$ cat config.mk
export PLATFORM = sky130hd
export DESIGN_NAME = updown_ctrl
export DESIGN_NICKNAME = d
export VERILOG_FILES = /design/src/rtl/updown_ctrl.sv
export SDC_FILE = /design/constraint.sdc
export NUM_CORES = 1
export LEC_CHECK = 0
export ABC_AREA = 1
export CORE_UTILIZATION = 40
export CTS_CLUSTER_SIZE = 20
export DETAILED_ROUTE_END_ITERATION = 16
export PLACE_DENSITY = 0.8
export SYNTH_ARGS = -nofsm -noshare
export SYNTH_HDL_FRONTEND = slang
export SYNTH_SLANG_ARGS = --single-unit
export TNS_END_PERCENT = 5
$ cat constraint.sdc
create_clock -name clk -period 3.2 [get_ports clk]
set_input_delay 0.64 -clock clk [delete_from_list [all_inputs] [get_ports clk]]
set_output_delay 0.64 -clock clk [all_outputs]
set_load 0.02 [all_outputs]
$ cat src/rtl/updown_ctrl.sv
// Up/down button controller: synchronizes two raw buttons, debounces a single press
// and issues one increment/decrement command per press, saturating at the counter limits.
module updown_ctrl #(
    parameter int unsigned DB_CYCLES = 2,
    parameter int unsigned W         = 16
) (
    input  logic         clk,
    input  logic         reset,
    input  logic         u,
    input  logic         d,
    input  logic [W-1:0] c_in,
    output logic         inc,
    output logic         dec,
    output logic         sat,
    output logic         conflict,
    output logic         busy
);

    localparam int unsigned CW = $clog2(DB_CYCLES + 1);
    localparam logic [CW-1:0] CNT_LAST = CW'(DB_CYCLES - 1);

    localparam logic [2:0] ST_IDLE     = 3'd0;
    localparam logic [2:0] ST_DEBOUNCE = 3'd1;
    localparam logic [2:0] ST_ISSUE    = 3'd2;
    localparam logic [2:0] ST_WAIT_REL = 3'd3;
    localparam logic [2:0] ST_CONFLICT = 3'd4;

    localparam logic DIR_DOWN = 1'b0;
    localparam logic DIR_UP   = 1'b1;

    logic [1:0]    u_sync_q, u_sync_d;
    logic [1:0]    d_sync_q, d_sync_d;
    logic [2:0]    state_q, state_d;
    logic [CW-1:0] cnt_q, cnt_d;
    logic          dir_q, dir_d;
    logic          u_s, d_s, held_s;
    logic          at_max_s, at_min_s;

    assign u_s = u_sync_q[1];
    assign d_s = d_sync_q[1];

    // Synchronizer shift and FSM next-state logic.
    always_comb begin
        u_sync_d = {u_sync_q[0], u};
        d_sync_d = {d_sync_q[0], d};
        state_d  = state_q;
        cnt_d    = cnt_q;
        dir_d    = dir_q;
        held_s   = (dir_q == DIR_UP) ? u_s : d_s;
        case (state_q)
            ST_IDLE: begin
                if (u_s && d_s) begin
                    state_d = ST_CONFLICT;
                end else if (u_s) begin
                    state_d = ST_DEBOUNCE;
                    dir_d   = DIR_UP;
                    cnt_d   = {CW{1'b0}};
                end else if (d_s) begin
                    state_d = ST_DEBOUNCE;
                    dir_d   = DIR_DOWN;
                    cnt_d   = {CW{1'b0}};
                end else begin
                    state_d = ST_IDLE;
                end
            end
            ST_DEBOUNCE: begin
                // cnt stops at CNT_LAST, so it cannot wrap while debouncing.
                if (u_s && d_s) begin
                    state_d = ST_CONFLICT;
                end else if (!held_s) begin
                    state_d = ST_IDLE;
                end else if (cnt_q == CNT_LAST) begin
                    state_d = ST_ISSUE;
                end else begin
                    cnt_d = cnt_q + CW'(1);
                end
            end
            ST_ISSUE: begin
                state_d = ST_WAIT_REL;
            end
            ST_WAIT_REL, ST_CONFLICT: begin
                if (!u_s && !d_s) begin
                    state_d = ST_IDLE;
                end else begin
                    state_d = state_q;
                end
            end
            default: begin
                state_d = ST_IDLE;
            end
        endcase
    end

    // State, synchronizer and debounce registers.
    always_ff @(posedge clk or negedge reset) begin
        if (!reset) begin
            u_sync_q <= 2'b00;
            d_sync_q <= 2'b00;
            state_q  <= ST_IDLE;
            cnt_q    <= {CW{1'b0}};
            dir_q    <= 1'b0;
        end else begin
            u_sync_q <= u_sync_d;
            d_sync_q <= d_sync_d;
            state_q  <= state_d;
            cnt_q    <= cnt_d;
            dir_q    <= dir_d;
        end
    end

    assign at_max_s = (c_in == {W{1'b1}});
    assign at_min_s = (c_in == {W{1'b0}});

    // Outputs decode from the registered state; the limit check uses c_in of the ISSUE cycle.
    always_comb begin
        inc      = 1'b0;
        dec      = 1'b0;
        sat      = 1'b0;
        conflict = (state_q == ST_CONFLICT);
        busy     = (state_q != ST_IDLE);
        if (state_q == ST_ISSUE) begin
            if (dir_q == DIR_UP) begin
                inc = !at_max_s;
                sat = at_max_s;
            end else begin
                dec = !at_min_s;
                sat = at_min_s;
            end
        end else begin
            sat = 1'b0;
        end
    end

endmodule
# --- After elaboration in Yosys (flattened, before gate mapping) ---
# Cells that the tools add are included.
word_totals:
  register_bits: 10
  word_cells: 59
classes:
  addsub: 1
  n_eq_ne: 13
  mux: 24
  bitwise: 1
  reduce_logical: 15
ops:
  columns: ["op", "n"]
  rows:
  - ["== test 16 bit, second input constant", 1]
  - ["zero test 16 bit", 1]
  - ["2-to-1 mux 3 bit", 5]
  - ["2-to-1 mux 2 bit", 6]
  - ["case mux 3 bit (4 select lines)", 1]
  - ["2-to-1 mux 1 bit", 11]
  - ["!= test 2 bit, second input constant", 5]
  - ["== test 3 x 2 -> 1 bit, second input constant", 2]
  - ["AND reduction 6 bit", 1]
  - ["zero test 1 bit", 4]
  - ["!= test 4 bit, second input constant", 1]
  - ["case mux 2 bit (2 select lines)", 1]
  - ["nonzero test 2 bit", 2]
  - ["== test 3 x 1 -> 1 bit, second input constant", 1]
  - ["== test 3 bit, second input constant", 1]
  - ["zero test 3 bit", 1]
  - ["!= test 3 bit, second input constant", 1]
  - ["AND reduction 3 bit", 1]
  - ["nonzero test 3 bit", 1]
  - ["adder 2 x 1 -> 2 bit, second input constant", 1]
  - ["== test 2 x 1 -> 1 bit, second input constant", 1]
  - ["logical AND 1 bit", 2]
  - ["AND reduction 2 bit", 1]
  - ["OR reduction 2 bit", 1]
  - ["NOT 1 bit", 1]

# --- Logic depth before layout (Yosys ltp) ---
# Gate-level depths: netlist (run 1).
logic_depth:
  word_depth: 5
  mapped_depth: 8
  mapped_depth_nobuf: 8

# --- Worst setup path before layout (run 1) ---
# No wires, ideal clock.
synth_path:
  path_kind: "input to output"
  from: "input port c_in[0]"
  to: "output port sat"
  t_arrival_ps: 1357
  required_time_ps: 2560
  slack_ps: 1203
  stages: 6
  path_buffers: 0
  path_cell_list: "nand2_1 > nor2_1 > nand2_1 > o21ai_0 > nand2_1 > nor2_1"
synth_via:
  elab_chain_len: 3
synth_lines:
  columns: ["element", "line", "rtl"]
  rows:
  - ["start, declared", "11", "input logic [W-1:0] c_in,"]
  - ["== test 16 bit or zero test 16 bit (tied branches)", "111, 112", null]
  - ["2-to-1 mux 1 bit (*)", "122", "if (dir_q == DIR_UP) begin"]
  - ["2-to-1 mux 1 bit (*)", "121", "if (state_q == ST_ISSUE) begin"]
  - ["end, declared", "14", "output logic sat,"]
# Mark *: on every way between the ends. The rest lies on a longest branch, timed or not.

# --- Worst setup path after layout (run 1) ---
layout_path:
  from: "input port c_in[1]"
  to: "output port sat"
# The elaborated chain is that of the path after synthesis.

==> reports/qor.csv, run 1 <==
metric;value;unit
synthesis.nets;119;
worstHoldPathType;reg -> reg;
cts_resized;0;
cts.clk_slew.worst_paths;0.06;ns
period_share;94.0;%
endpoint_kind;output port;
crit_type;in -> out;
n_antenna_cell;0;
cts_tree;done;
cp.arrival;2.37;ns
track_usage;18.4;%
nets;148;
cap_violations;0;
grtUsageMet2;34.5;%
rsz0062_at_grt;false;
hold_viol;0;
drt-wirelength-per-cell;10.4;um
postSynthCellCount;96;
drtIter0Drc;6;
numPortBuffers;24;
crit_fanout;2;
cts_hold_buffers;0;
antenna_found_initial;0;
synthMuxAreaShare;0;%
synth_cell_types;19;
p_leak;0.439;nW
period_minus_slack;3.01;ns
core_area;1520;um2
synthAdderAreaFrac;5.66;%
post-cts-setup-buffers;0;
area_growth;42.6;%
gp_congestion;0.765;
fin_setup_tns;0;ns
antenna_left;0;
initial_core_util;43.5;%
fin_cells;139;
synth_xor_area_share;0;%
die_w;42.7;um
die_y;42.7;um
layout-drive-gt1-share;10.6;%
cts_buffer_depth;2;
grt_use_met3;4.26;%
dp.cells;136;
grt_max_degree;11;
grt_pass1_vias;702;
drc;0;
via_per_inst;4.94;
setup_viol;0;
die_area;1820;um2
clock.fmax;0.332;GHz
start_kind;input port;
ir_worst_vdd;0.000366;V
mappedNetlistArea;663;um2
first_pass_iters;4;
cp_data_required_time;2.56;ns
cts.sinks;10;
dp_hpwl;1260;um
p_per_area;605;nW/um2
met1_usage;15.8;%
ys_ff_latch;10;
maxSlewViolCount;0;
clk_latency;0.26;ns
clockRootBuffer;clkbuf_4;
design.portCount;25;
synthSimpleGateAreaFrac;43.2;%
grt_pass1_wl;2500;um
vias;687;
yosysWarnings;0;
finalWirelength;1440;um
outcome;finished clean;
avgSynthCellArea;6.91;um2
synth_compound_area_share;7.17;%
grt_overflow;0;
cts-htree-levels;1;
tightest_slew;0.441;ns
cts_buffers;3;
grt_busiest_layer;met2;
fp-row-count;14;
slew_headroom;70.5;%
synth_top_family_by_area;simple AND/OR/NAND/NOR gates;
fin_skew;0.00578;ns
yosysSeqAreaShare;37.7;%
-- metal layers --
| metal | vias up | wire (um) |
|---|---|---|
| met5 | - | 0 |
| met4 | 0 | 25 |
| met3 | 4 | 92 |
| met2 | 20 | 785 |
| met1 | 311 | 535 |
| li1 | 352 | - |
-- path summary, 6_finish.rpt --
kind	from	to	slack (ns)	cells past startpoint
max	c_in[1]	sat	0.19	8
min	d_sync_q[0]$_DFF_PN0_	d_sync_q[1]$_DFF_PN0_	0.35	0
max reg2reg	u_sync_q[1]$_DFF_PN0_	cnt_q[1]$_DFFE_PN0P_	1.97	5
min reg2reg	d_sync_q[0]$_DFF_PN0_	d_sync_q[1]$_DFF_PN0_	0.35	0
max in group asynchronous	reset	d_sync_q[0]$_DFF_PN0_	2.21	1
min in group asynchronous	reset	u_sync_q[0]$_DFF_PN0_	0.69	1
-- per-stage QoR --
stage                     cell area (um2)  utilization, %  setup slack, ns  power (mW)  hold slack [ns]
after detailed placement              923            60.6            0.167       0.495            0.346
after global routing                  946            62.1           0.0184       0.622            0.362
after CTS                             946            62.1            0.167       0.582            0.358
final                                 946            62.1            0.192       0.572            0.346
after floorplan                       663               -             1.20       0.391            0.331
after global placement                923            60.6            0.242       0.477            0.332
-- logic make-up (layout without fill, tap and decap cells) --
group / Yosys count / in the layout
compound gates: 9 / 9
simple gates: 63 / 63
buf+inv: 11 / 38
flops: 10 / 10
fa+ha+maj: 3 / 3
-- where the power goes --
part	switching (mW)	internal (mW)	total, mW
clock	0.0396	0.0433	0.0829
combinational	0.166	0.128	0.294
sequential	0.0364	0.159	0.195
-- Yosys cell counts --
library cell  number  area share [%]
nand2_1           31              18
nor2_1            20              11
dfrtp_1           10              38
inv_1              7             4.0
o21ai_0            5             3.8
inv_2              4             2.3
ha_1               3             5.7
nand2_2            2             1.9
nand3_1            2             1.5
nand3b_1           2             2.3
o21ai_1            2             1.5
a211oi_1           1             1.1
a21oi_1            1            0.75
and2_1             1            0.94
nand2_4            1             1.7
nand4_2            1             1.9
nor2_2             1            0.94
nor3_1             1            0.75
nor3_4             1             2.5
-- worst max-delay path: stages --
cell	delay (ns)
clkdlybuf4s50_1	0.47
nand2_1	0.05
nor2_1	0.13
nand2_1	0.07
o21ai_0	0.22
nand2_1	0.08
nor2_1	0.09
clkdlybuf4s50_1	0.60
-- cell type report --
type	instances	area, um2
Clock buffer	3	22.5
Sequential cell	10	250
Multi-Input combinational cell	75	372
Fill cell	135	578
Inverter	11	41.3
Timing Repair Buffer	24	240
Tap cell	16	20.0
-- flip-flops by register name, summed over array words and instances (netlist names) --
name      flops
cnt_q         2
d_sync_q      2
dir_q         1
state_q       3
u_sync_q      2
-- placed cells by master, fill, tap and decap left out --
cell type,netlist,layout
nand3_1,2,2
nand3b_1,2,2
nor3_1,1,1
a211oi_1,1,1
nand4_2,1,1
nand2_1,31,31
o21ai_1,2,2
nand2_2,2,2
and2_1,1,1
nor2_1,20,20
o21ai_0,5,5
nor2_2,1,1
clkdlybuf4s50_1,0,24
ha_1,3,3
a21oi_1,1,1
inv_2,4,4
inv_1,7,7
dfrtp_1,10,10
nand2_4,1,1
nor3_4,1,1
clkbuf_4,0,3
Power figures use the tool's default switching activity.
==> run 2, diff against run 1 <==
Settings changed: CORE_MARGIN from default to 10.
==> reports/qor.csv, run 2 (synthesized netlist as in run 1, its figures left out) <==
metric;value;unit;change
outcome;finished clean;;
drc;0;;unchanged
top_layer;met4;;
worstPathCellList;clkdlybuf4s50_1 > nand2_1 > nor2_1 > nand2_1 > o21ai_0 > nand2_1 > nor2_1 > clkdlybuf4s50_1;;
rsz0062_at_grt;false;;
grt_max_degree;11;;unchanged
n_antenna_cell;0;;unchanged
initial_core_util;43.0;%;-0.49 points
cp_data_required_time;2.56;ns;about the same
grt_pass1_wl;2810;um;+12%
final_common_cell;nand2_1;;
post-cts-setup-buffers;0;;unchanged
placed_cell_area;923;um2;unchanged
numPortBuffers;24;;unchanged
antenna_found_initial;0;;unchanged
cts-htree-levels;1;;unchanged
dp_hpwl;1440;um;+14%
largest_register_ffs;3;;unchanged
fin_setup_tns;0;ns;unchanged
drt-wirelength-per-cell;11.9;um;+15%
wl_met2;760;um;-3.2%
cts_tree;done;;
nets;148;;unchanged
first_pass_iters;4;;unchanged
die_w;60.7;um;+42%
cts.clk_slew.worst_paths;0.06;ns;about the same
via_per_inst;4.95;;+0.15%
die_y;60.7;um;+42%
p_per_area;607;nW/um2;+0.45%
design.portCount;25;;unchanged
worstHoldPathType;reg -> reg;;
p_leak;0.439;nW;unchanged
cts_buffer_depth;2;;unchanged
fillers;133;;-1.5%
clockRootBuffer;clkbuf_4;;
vias;688;;+0.15%
slew_headroom;71.3;%;+0.73 points
track_usage;9.25;%;-9.1 points
start_kind;input port;;
crit_type;in -> out;;
cts_resized;0;;unchanged
critPathMostFrequentCell;nand2_1;;
final_design_area_no_fill;946;um2;unchanged
area_growth;42.6;%;unchanged
crit_slowest_cell;clkdlybuf4s50_1;;
cp.arrival;2.32;ns;-0.05 ns
drtIter0Drc;9;;+3
grt_overflow;0;;unchanged
cts_buffers;3;;unchanged
largest_register;state_q;;
regArea;250;um2;unchanged
fp-row-count;14;;unchanged
clk_latency;0.25;ns;about the same
period_minus_slack;2.96;ns;-0.0441 ns
cts.sinks;10;;unchanged
fin_skew;0.00672;ns;+0.000947 ns
endpoint_kind;output port;;
clock.fmax;0.337;GHz;+1.5%
die_area;3690;um2;+100%
finalWirelength;1660;um;+15%
grt_pass1_vias;634;;-9.7%
antenna_left;0;;unchanged
ir_worst_vdd;0.000370;V;+1.1%
layout-drive-gt1-share;10.6;%;unchanged
cts_hold_buffers;0;;unchanged
cap_violations;0;;unchanged
multi_input_area;372;um2;unchanged
postLayoutCoreUtil;61.4;%;-0.71 points
drt-met1-wl;746;um;+39%
setup_viol;0;;unchanged
wl_met3;135;um;+47%
slowest_delay;0.61;ns;about the same
crit_fanout;2;;unchanged
gp_congestion;0.702;;-8.2%
tightest_slew;0.430;ns;-0.0110 ns
maxSlewViolCount;0;;unchanged
hold_viol;0;;unchanged
period_share;92.6;%;-1.4 points
mostFrequentLayoutCells;nand2_1 (31), clkdlybuf4s50_1 (24), nor2_1 (20);;
core_area;1540;um2;+1.1%
run 2: layout make-up:
cell class              instances  area share, %
inverters                      11           4.37
clock buffers                   3           2.38
flip-flops and latches         10           26.5
multi-input cells              75           39.3
well taps                      16           2.12
repair buffers                 24           25.4
run 2: per-stage QoR:
step                      power, mW  hold slack [ns]  setup slack (ns)  std cells
after global routing          0.623            0.377            0.0588        139
after detailed placement      0.500            0.346             0.219        136
after floorplan               0.391            0.331              1.20         96
after CTS                     0.581            0.359             0.225        139
after global placement        0.482            0.332             0.261        136
final                         0.575            0.356             0.237        139
run 2: worst paths after layout:
path / startpoint / endpoint / slack [ns] / cells past startpoint
min reg2reg: u_sync_q[0]$_DFF_PN0_ / u_sync_q[1]$_DFF_PN0_ / 0.36 / 0
min in group asynchronous: reset / state_q[0]$_DFFE_PN0P_ / 0.69 / 1
max in group asynchronous: reset / dir_q$_DFFE_PN0P_ / 2.21 / 1
min: u_sync_q[0]$_DFF_PN0_ / u_sync_q[1]$_DFF_PN0_ / 0.36 / 0
max reg2reg: cnt_q[0]$_DFFE_PN0P_ / state_q[1]$_DFFE_PN0P_ / 1.99 / 6
max: c_in[13] / sat / 0.24 / 8
run 2: where the power goes:
group | internal, mW | total [mW] | switching, mW
Sequential | 0.159 | 0.195 | 0.0357
Clock | 0.0431 | 0.0799 | 0.0368
Combinational | 0.128 | 0.300 | 0.172
Total | 0.330 | 0.575 | 0.245
run 2: layer usage:
metal  global-route usage, %  up-vias
met5                       0        -
met4                    1.88        0
met3                    2.71        2
met2                    15.1       23
met1                    11.8      304
li1                        -      359
run 2: critical path: cells and delay by family:
kind	cells	cell delay, ns
AOI/OAI and AO/OA	1	0.20
and+or+nand+nor	5	0.40
buffers and inverters	2	1.09
==> run 3, diff against run 2 <==
Settings changed: DONT_BUFFER_PORTS from default to 1, GPL_TIMING_DRIVEN from default to 0, PLACE_DENSITY 0.8 to 0.6.
==> reports/qor.csv, run 3 (synthesized netlist as in run 1, its figures left out) <==
metric;value;unit;change
outcome;finished clean;;
cts_hold_buffers;0;;unchanged
timing.critical_path.to;sat;;
drtIter0Drc;5;;-4
track_usage;8.15;%;-1.1 points
fin_setup_tns;0;ns;unchanged
die_area;3690;um2;unchanged
post-cts-setup-buffers;0;;unchanged
hold_viol;0;;unchanged
crit_type;reg -> out;;
final_design_area_no_fill;719;um2;-24%
grt_pass1_vias;538;;-15%
n_antenna_cell;0;;unchanged
cts.clk_slew.worst_paths;0.06;ns;about the same
cts-htree-levels;1;;unchanged
via_per_inst;4.73;;-4.4%
crit_slowest_cell;dfrtp_1;;
p_leak;0.354;nW;-19%
drt-wirelength-per-cell;11.3;um;-5.7%
clk_latency;0.27;ns;+0.02 ns
numPortBuffers;0;;-100%
gp_congestion;0.816;;+16%
worst-r2r-setup-slack;2.00;ns;about the same
cp.arrival;1.46;ns;-0.86 ns
grt_pass1_wl;2280;um;-19%
core_area;1540;um2;unchanged
fp-row-count;14;;unchanged
first_pass_iters;3;;-1
antenna_left;0;;unchanged
fin_skew;0.00387;ns;-0.00285 ns
reg2reg_depth;5;;-1
crit_cells;5;;-3
die_w;60.7;um;unchanged
area_growth;8.49;%;
endpoint_kind;output port;;
path_buf_inv;1;;-1
vias;549;;-20%
antenna_found_initial;0;;unchanged
clockRootBuffer;clkbuf_4;;
cts.sinks;10;;unchanged
maxSlewViolCount;0;;unchanged
largest_register_ffs;3;;unchanged
power;0.538;mW;-6.3%
placed_cell_area;683;um2;-26%
r2r-end;cnt_q[0]$_DFFE_PN0P_;;
cap_violations;0;;unchanged
layout-drive-gt1-share;14.0;%;+3.4 points
worstHoldPathType;in -> async;;
grt_overflow;0;;unchanged
largest_register;state_q;;
startpoint;state_q[2]$_DFFE_PN0P_;;
clock.fmax;0.475;GHz;+41%
slew_headroom;57.4;%;-14 points
cts_buffer_depth;2;;unchanged
cts_tree;done;;
cts_buffers;3;;unchanged
period_minus_slack;2.10;ns;-0.859 ns
initial_core_util;43.0;%;unchanged
r2r-start;u_sync_q[1]$_DFF_PN0_;;
cts_resized;0;;unchanged
drc;0;;unchanged
setup_viol;0;;unchanged
holdWs;0.0565;ns;-0.299 ns
nets;124;;-16%
start_kind;flop;;
mostFrequentLayoutCells;nand2_1 (31), nor2_1 (20), dfrtp_1 (10);;
fillers;161;;+21%
crit_fanout;5;;+3
rsz0062_at_grt;false;;
slowest_delay;0.42;ns;-0.19 ns
period_share;65.8;%;-27 points
dp_hpwl;1140;um;-21%
grt_max_degree;11;;unchanged
worstPathCellList;nor2_1 > nand2_1 > inv_1 > nand2_1 > nor2_1;;
final_common_cell;nand2_1;;
cp_top_family;simple AND/OR/NAND/NOR gates;;
die_y;60.7;um;unchanged
postLayoutCoreUtil;46.7;%;-15 points
tightest_slew;0.634;ns;+0.205 ns
ir_worst_vdd;0.000319;V;-14%
design.portCount;25;;unchanged
finalWirelength;1310;um;-21%
regArea;250;um2;unchanged
cp_data_required_time;2.56;ns;about the same
p_per_area;748;nW/um2;+23%
multi_input_area;372;um2;unchanged
run 3: worst min path at each step:
| stage | startpoint | to | slack [ns] | depth (start not counted) |
|---|---|---|---|---|
| floorplan | d_sync_q[0]$_DFF_PN0_ | d_sync_q[1]$_DFF_PN0_ | 0.33 | 0 |
| detailed placement | reset | state_q[2]$_DFFE_PN0P_ | 0.34 | 0 |
| global route | reset | state_q[1]$_DFFE_PN0P_ | 0.03 | 0 |
| CTS | reset | state_q[1]$_DFFE_PN0P_ | 0.04 | 0 |
| finish | reset | state_q[1]$_DFFE_PN0P_ | 0.06 | 0 |
| global placement | d_sync_q[0]$_DFF_PN0_ | d_sync_q[1]$_DFF_PN0_ | 0.33 | 0 |
run 3: layout make-up:
type	instances	area share (%)
clock buffer	4	5.04
sequential	10	34.8
multi-input combinational	75	51.7
inverter	11	5.74
tap	16	2.78
run 3: where the power goes:
| group | internal [mW] | leakage [nW] | switching, mW |
|---|---|---|---|
| clock network | 0.0692 | 0.0210 | 0.0439 |
| logic | 0.0800 | 0.208 | 0.151 |
| registers | 0.159 | 0.125 | 0.0351 |
run 3: layer usage:
metal  up-vias  track usage [%]  wire, um
li1        308                -         -
met1       229             8.34       503
met2        10             14.1       700
met3         2             3.97        84
met4         0             2.82        18
met5         -                0         0
run 3: stage by stage:
stage,cells,setup slack [ns]
finish,116,1.10
CTS,116,1.06
global route,116,0.969
global placement,112,1.13
floorplan,96,1.20
detailed placement,112,1.11
